--- config.mk ---
export PLATFORM = sky130hd
export DESIGN_NAME = lcd_line_fetcher
export DESIGN_NICKNAME = d
export VERILOG_FILES = /design/src/rtl/lcd_pkg.sv /design/src/rtl/lcd_line_fetcher.sv
export SDC_FILE = /design/constraint.sdc
export NUM_CORES = 1
export LEC_CHECK = 0
export CAP_MARGIN = 40
export CELL_PAD_IN_SITES_DETAIL_PLACEMENT = 0
export CELL_PAD_IN_SITES_GLOBAL_PLACEMENT = 1
export CORE_MARGIN = 4
export CORE_UTILIZATION = 40
export CTS_CLUSTER_DIAMETER = 80
export DETAILED_ROUTE_END_ITERATION = 10
export GPL_TIMING_DRIVEN = 0
export HOLD_SLACK_MARGIN = 0.1
export PLACE_DENSITY_LB_ADDON = 0.1
export SLEW_MARGIN = 25
export SYNTH_ARGS = -nofsm -noshare
export SYNTH_HDL_FRONTEND = slang
export SYNTH_SLANG_ARGS = --single-unit
--- constraint.sdc ---
create_clock -name CLK -period 6.35 [get_ports CLK]
set_input_delay 0.635 -clock CLK [delete_from_list [all_inputs] [get_ports CLK]]
set_output_delay 0.635 -clock CLK [all_outputs]
set_load 0.05 [all_outputs]
--- src/rtl/lcd_pkg.sv ---
// Shared definitions for the LCD frame-buffer fetch path.
package lcd_pkg;

  localparam int unsigned H_ACTIVE = 800;
  localparam int unsigned V_ACTIVE = 480;

  // RGB565 pixel word: R in [15:11], G in [10:5], B in [4:0]
  typedef struct packed {
    logic [4:0] r;
    logic [5:0] g;
    logic [4:0] b;
  } rgb565_t;

  typedef enum logic [2:0] {
    ST_IDLE,
    ST_CLEAR,
    ST_WAIT_SPACE,
    ST_REQ,
    ST_DATA,
    ST_DRAIN
  } fetch_state_t;

endpackage

--- src/rtl/lcd_line_fetcher.sv ---
// Frame-buffer read scheduler: walks the image line by line in bursts and
// writes the returned RGB565 words into the LCD pixel FIFO.
module lcd_line_fetcher #(
  parameter int unsigned H_ACTIVE   = lcd_pkg::H_ACTIVE,
  parameter int unsigned V_ACTIVE   = lcd_pkg::V_ACTIVE,
  parameter int unsigned BURST_LEN  = 16,
  parameter int unsigned FIFO_DEPTH = 1024,
  parameter int unsigned ADDR_W     = 24,
  parameter int unsigned FB_BASE    = 0
) (
  input  logic              CLK,
  input  logic              nRST,
  input  logic              frame_start,
  input  logic [10:0]       fifo_level,
  output logic              FIFO_WE,
  output logic [15:0]       FIFO_WData,
  output logic              FIFO_CLR,
  output logic              mem_req,
  output logic [ADDR_W-1:0] mem_addr,
  output logic [4:0]        mem_len,
  input  logic              mem_ack,
  input  logic              mem_rvalid,
  input  logic [15:0]       mem_rdata,
  output logic              busy,
  output logic              frame_done
);
  import lcd_pkg::*;

  localparam int unsigned PIX_W  = 10;
  localparam int unsigned LINE_W = 9;
  localparam int unsigned LEN_W  = 5;
  localparam int unsigned LVL_W  = 12;

  fetch_state_t      r_state, w_state_nxt;
  logic [PIX_W-1:0]  r_pix, w_pix_nxt;
  logic [LINE_W-1:0] r_line, w_line_nxt;
  logic [ADDR_W-1:0] r_addr, w_addr_nxt;
  logic [LEN_W-1:0]  r_len, w_len_nxt;
  logic [LEN_W-1:0]  r_word_cnt, w_word_cnt_nxt;
  rgb565_t           r_wdata, w_wdata_nxt;
  logic              r_we, w_we_nxt;
  logic              r_clr, r_req, r_busy;
  logic              r_done_pend, w_done_pend_nxt;
  logic              r_done;

  logic [PIX_W-1:0]  w_remain;
  logic [LEN_W-1:0]  w_burst;
  logic [LVL_W-1:0]  w_need;
  logic              w_space;
  logic              w_last;
  logic [PIX_W-1:0]  w_pix_adv;
  logic [LINE_W-1:0] w_line_adv;

  // Next burst length and FIFO room check (2-word margin for the write register)
  assign w_remain   = PIX_W'(H_ACTIVE) - r_pix;
  assign w_burst    = (w_remain < PIX_W'(BURST_LEN)) ? LEN_W'(w_remain) : LEN_W'(BURST_LEN);
  assign w_need     = LVL_W'(fifo_level) + LVL_W'(w_burst) + LVL_W'(2);
  assign w_space    = (w_need <= LVL_W'(FIFO_DEPTH));
  assign w_last     = mem_rvalid && (r_word_cnt == LEN_W'(1));
  assign w_pix_adv  = r_pix + PIX_W'(r_len);
  assign w_line_adv = r_line + LINE_W'(1);

  always_comb begin
    w_state_nxt     = r_state;
    w_pix_nxt       = r_pix;
    w_line_nxt      = r_line;
    w_addr_nxt      = r_addr;
    w_len_nxt       = r_len;
    w_word_cnt_nxt  = r_word_cnt;
    w_wdata_nxt     = r_wdata;
    w_we_nxt        = 1'b0;
    w_done_pend_nxt = 1'b0;

    unique case (r_state)
      ST_IDLE: begin
        if (frame_start) w_state_nxt = ST_CLEAR;
      end
      ST_CLEAR: begin
        w_state_nxt = ST_WAIT_SPACE;
      end
      ST_WAIT_SPACE: begin
        if (frame_start) begin
          w_state_nxt = ST_CLEAR;
        end else if (w_space) begin
          w_state_nxt = ST_REQ;
          w_len_nxt   = w_burst;
        end
      end
      ST_REQ: begin
        if (mem_ack) begin
          w_word_cnt_nxt = r_len;
          w_state_nxt    = frame_start ? ST_DRAIN : ST_DATA;
        end else if (frame_start) begin
          w_state_nxt = ST_DRAIN;
        end
      end
      ST_DATA: begin
        if (mem_rvalid) begin
          w_word_cnt_nxt = r_word_cnt - LEN_W'(1);
          w_we_nxt       = !frame_start;
          w_wdata_nxt    = rgb565_t'(mem_rdata);
        end
        if (frame_start) begin
          w_state_nxt = ST_DRAIN;
        end else if (w_last) begin
          w_addr_nxt  = r_addr + ADDR_W'(r_len);
          w_state_nxt = ST_WAIT_SPACE;
          if (w_pix_adv == PIX_W'(H_ACTIVE)) begin
            w_pix_nxt  = '0;
            w_line_nxt = w_line_adv;
            if (w_line_adv == LINE_W'(V_ACTIVE)) begin
              w_state_nxt     = ST_IDLE;
              w_done_pend_nxt = 1'b1;
            end
          end else begin
            w_pix_nxt = w_pix_adv;
          end
        end
      end
      ST_DRAIN: begin
        // Consume the rest of an accepted burst without writing it
        if (mem_rvalid && (r_word_cnt != '0)) w_word_cnt_nxt = r_word_cnt - LEN_W'(1);
        if ((r_word_cnt == '0) || w_last) w_state_nxt = ST_CLEAR;
      end
      default: begin
        w_state_nxt = ST_IDLE;
      end
    endcase

    if (w_state_nxt == ST_CLEAR) begin
      w_pix_nxt  = '0;
      w_line_nxt = '0;
      w_addr_nxt = ADDR_W'(FB_BASE);
    end
  end

  always_ff @(posedge CLK or negedge nRST) begin
    if (!nRST) begin
      r_state     <= ST_IDLE;
      r_pix       <= '0;
      r_line      <= '0;
      r_addr      <= ADDR_W'(FB_BASE);
      r_len       <= '0;
      r_word_cnt  <= '0;
      r_wdata     <= '0;
      r_we        <= 1'b0;
      r_clr       <= 1'b0;
      r_req       <= 1'b0;
      r_busy      <= 1'b0;
      r_done_pend <= 1'b0;
      r_done      <= 1'b0;
    end else begin
      r_state     <= w_state_nxt;
      r_pix       <= w_pix_nxt;
      r_line      <= w_line_nxt;
      r_addr      <= w_addr_nxt;
      r_len       <= w_len_nxt;
      r_word_cnt  <= w_word_cnt_nxt;
      r_wdata     <= w_wdata_nxt;
      r_we        <= w_we_nxt;
      r_clr       <= (w_state_nxt == ST_CLEAR);
      r_req       <= (w_state_nxt == ST_REQ);
      r_busy      <= (w_state_nxt != ST_IDLE);
      r_done_pend <= w_done_pend_nxt;
      r_done      <= r_done_pend;
    end
  end

  assign FIFO_WE    = r_we;
  assign FIFO_WData = r_wdata;
  assign FIFO_CLR   = r_clr;
  assign mem_req    = r_req;
  assign mem_addr   = r_addr;
  assign mem_len    = r_len;
  assign busy       = r_busy;
  assign frame_done = r_done;

endmodule

==> tab_implementation.tex <==
\begin{tabular}{lr}
\hline
Metric & Value \\
\hline
\multicolumn{2}{l}{\textbf{Timing}} \\
\quad Worst clock skew & 8.55 ps \\
\quad Setup repair after global routing missed its margin & false \\
\quad Number of endpoints with negative hold slack in the final report & 0 \\
\quad Max Slew Vio Count & 0 \\
\quad Final cycle utilization of the critical path & 0.828 \\
\quad Worst-margin pin slew & around 750 ps \\
\quad Setup TNS Final & 0 ps \\
\quad Number of endpoints failing setup at the final stage & 0 \\
\quad Max-Slew Margin vs Limit & 0.495 \\
\quad Time the final worst path needs with I/O delays and setup & about 5300 ps \\
\quad Achievable Freq & between 150 and 200 MHz \\
\multicolumn{2}{l}{\textbf{Clock tree}} \\
\quad CTS sink count & just under 80 \\
\quad Clock-pin transition on the worst setup and hold timing paths & approximately 60 ps \\
\quad TritonCTS clock tree & built \\
\quad Clock Path Buffers & 2 \\
\quad Setup fix buffers added after clock tree synthesis & 0 \\
\quad Root cell of the clock tree & clkbuf\_16 \\
\quad Clock latency at the later pin of the worst-skew pair & approximately 340 ps \\
\quad Post-CTS resize count & 0 \\
\quad Maximum level of the CTS H-tree & 3 \\
\quad Hold-fix buffers, CTS & 0 \\
\quad TritonCTS Buffers & 9 \\
\multicolumn{2}{l}{\textbf{Floorplan}} \\
\quad IO Pins & a little over 80 \\
\quad Row count & 39 \\
\quad Vert. Die Dim & $\sim$120 µm \\
\quad Die span in x & roughly 120 µm \\
\quad Area of the die & $\sim$0.014 mm² \\
\quad Effective utilization at floorplan & 0.411 \\
\quad Total core area & about 0.012 mm² \\
\multicolumn{2}{l}{\textbf{Route}} \\
\quad Routed vias/inst & 5.47 \\
\quad Final wirelength & between 10 and 15 mm \\
\quad Average detailed-routed wire length per instance & around 16 µm \\
\quad Post-route DRC violation count & 0 \\
\quad Via total after detailed routing & around 4k \\
\quad Violation count after the first detailed-route iteration & roughly 190 \\
\quad DR pass1 iterations & 4 \\
\quad Post-route antenna net violation count & 0 \\
\multicolumn{2}{l}{\textbf{Global route}} \\
\quad Initial antenna violation count & 0 \\
\quad Sum of overflow across all layers after global routing & 0 \\
\quad Maximum number of pins on one net before global-route repair & 46 \\
\quad Via count of the first global-routing pass & 3892 \\
\quad Global-route wire length before repair & between 15 and 20 mm \\
\quad GRT Total Usage & 0.180 \\
\multicolumn{2}{l}{\textbf{Setup path}} \\
\quad Type of the worst setup path & reg2reg \\
\quad Worst Setup Start Kind & flop \\
\quad WP data required & 6540 ps \\
\quad Endpoint class of the critical path & flop \\
\quad CP Max Fanout & 10 \\
\quad Worst EP arrival & approximately 5400 ps \\
\multicolumn{2}{l}{\textbf{Final layout}} \\
\quad Area overhead of the layout relative to synthesis & 27.8\% \\
\quad Antenna Cells & 0 \\
\quad Non-Filler Cell Area, Final & 0.00605 mm² \\
\quad Top library cells by usage in the layout, fill and taps aside & dfrtp\_1 (78), clkdlybuf4s50\_1 (78), nor2\_1 (55) \\
\quad Layout Nets & between 600 and 700 \\
\quad Fraction of final layout cells with drive strength greater than 1 & 0.0975 \\
\multicolumn{2}{l}{\textbf{Power and ir drop}} \\
\quad Total power divided by cell area & 331 mW/mm² \\
\quad Cell leakage power & between 0.002 and 0.003 µW \\
\quad Switching power & 807 µW \\
\quad Sequential cell fraction of total power & 0.325 \\
\quad Design internal power & about 1200 µW \\
\quad Clock share of power & 0.269 \\
\quad Switching Fraction & 0.403 \\
\quad Worst IR drop on VDD & $\sim$0.14 mV \\
\quad Relative contribution of combinational cells to total power & 0.406 \\
\multicolumn{2}{l}{\textbf{Place}} \\
\quad GPL Wtd Cong & between 0.8 and 0.9 \\
\quad Cell area after placement & 0.00573 mm² \\
\quad Hpwl dp & 8.66 mm \\
\quad Port bufs & 79 \\
\multicolumn{2}{l}{\textbf{Min path}} \\
\quad Hold crit path type & in2async \\
\multicolumn{2}{l}{\textbf{Synthesis}} \\
\quad Fraction of registers with async set/reset & 1.00 \\
\quad Post-synthesis instance area & about 0.0047 mm² \\
\quad Gate Count Post-Synth & 498 \\
\quad Netlist cell types & 56 \\
\quad Main flop type after synthesis & dfrtp\_1 \\
\quad Number of synthesized flops with an enable pin & 0 \\
\quad Yosys warning count & 0 \\
\quad Proportion of synthesized chip area in sequential cells & 0.412 \\
\quad Syn Area/Cell & around 9.5 µm² \\
\quad Post-synthesis net count & 559 \\
\quad Seq cells post-synth & 78 \\
\multicolumn{2}{l}{\textbf{Job}} \\
\quad Max-cap check violation count & 0 \\
\multicolumn{2}{l}{\textbf{Run status}} \\
\quad Result of the run & completed \\
\hline
\end{tabular}
-- metal layers --
layer  wire, µm  track usage
met3        581       0.0370
met1       5560        0.241
met2       5590        0.296
met4        120       0.0505
met5          0            0
-- cell usage after synthesis (5+ instances only) --
master    number  area [µm²]
clkbuf_1      10        37.5
buf_2          7        35.0
nor2b_1        5        31.3
ha_1          26         325
a31oi_1        5        31.3
mux2_2        20         225
nand2_1       27         101
xor2_1        11        96.3
a21oi_1       31         155
a211oi_1       5        37.5
dfrtp_1       78        1950
mux2i_1        6        60.1
xnor2_1       21         184
or3_1          6        37.5
inv_1         26        97.6
or4_1          8        60.1
o31ai_1       12        90.1
nor3_1        14        70.1
nand4_1        8        50.1
nor2_1        55         206
nand3_1       21         105
and3_1         8        50.1
nand2b_1       7        43.8
o21ai_0       18        90.1
-- area by class of cell --
class / count / area, µm²
fill: 1082 / 5470
multi-input combinational: 372 / 2580
sequential: 78 / 1950
timing repair buffer: 81 / 821
clock buffer: 11 / 253
tap: 143 / 179
buffer: 22 / 98.8
inverter: 26 / 97.6
clock inverter: 5 / 65.1
-- through the flow --
step                power [µW]  setup WS, ps  instances   util  hold WS (ps)
floorplan                 1200          1810        498      -           331
CTS                       2030          1050        737  0.525           269
finish                    2000          1090        738  0.525           258
global route              2120           749        738  0.525           281
global placement          1470          1040        720  0.495           335
detailed placement        1480          1100        721  0.497           352
-- worst max-delay path, stage by stage (launching register included) --
cell and delay, ps:
dfrtp_1 410, inv_1 120, ha_1 190, or3b_2 480, or3_1 350, a21oi_1 130, o211ai_1 280, inv_1 120
nand2_1 80, ha_1 270, inv_1 60, ha_1 160, inv_1 60, fa_1 400, nand2b_1 180, a21oi_1 250
mux2i_1 140, nor4_2 340, nand4_1 170, a21oi_2 470, buf_2 340, o31ai_1 110
-- logic make-up (layout without fill, tap and decap cells) --
logic type | Yosys count | count (layout) | share of synthesized area
and+or+nand+nor | 185 | 185 | 0.210
muxes | 26 | 26 | 0.0603
DFF | 78 | 78 | 0.412
xor gates and xnor gates | 32 | 32 | 0.0592
buffers and inverters | 48 | 145 | 0.0415
adders and majority gates | 29 | 29 | 0.0814
AOI/OAI and AO/OA | 100 | 100 | 0.135
-- worst paths after layout --
path,from,to,slack [ps],depth (start not counted)
worst max-delay path,r_pix[0],r_pix[4],1090,21
worst min-delay path,nRST,FIFO_WData[3],260,1
worst max register to register,r_pix[0],r_pix[4],1090,21
worst min register to register,r_done_pend,frame_done,370,0
max in group asynchronous,nRST,mem_addr[19],5510,2
min in group CLK,r_done_pend,frame_done,370,0
-- registers in the layout, summed over array words and instances, names as in the netlist --
signal       cells
mem_len          5
mem_req          1
FIFO_CLR         1
frame_done       1
r_pix           10
r_done_pend      1
busy             1
r_word_cnt       5
r_line           9
FIFO_WData      16
FIFO_WE          1
r_state          3
mem_addr        24
-- power groups by stage --
| stage | Combinational [µW] | Clock, µW | Sequential (µW) |
|---|---|---|---|
| floorplan | 328 | 0 | 875 |
| global placement | 813 | 0 | 657 |
| detailed placement | 821 | 0 | 660 |
| CTS | 824 | 557 | 651 |
| global route | 879 | 577 | 663 |
| finish | 814 | 539 | 650 |
(Power assumes the default switching activity.)
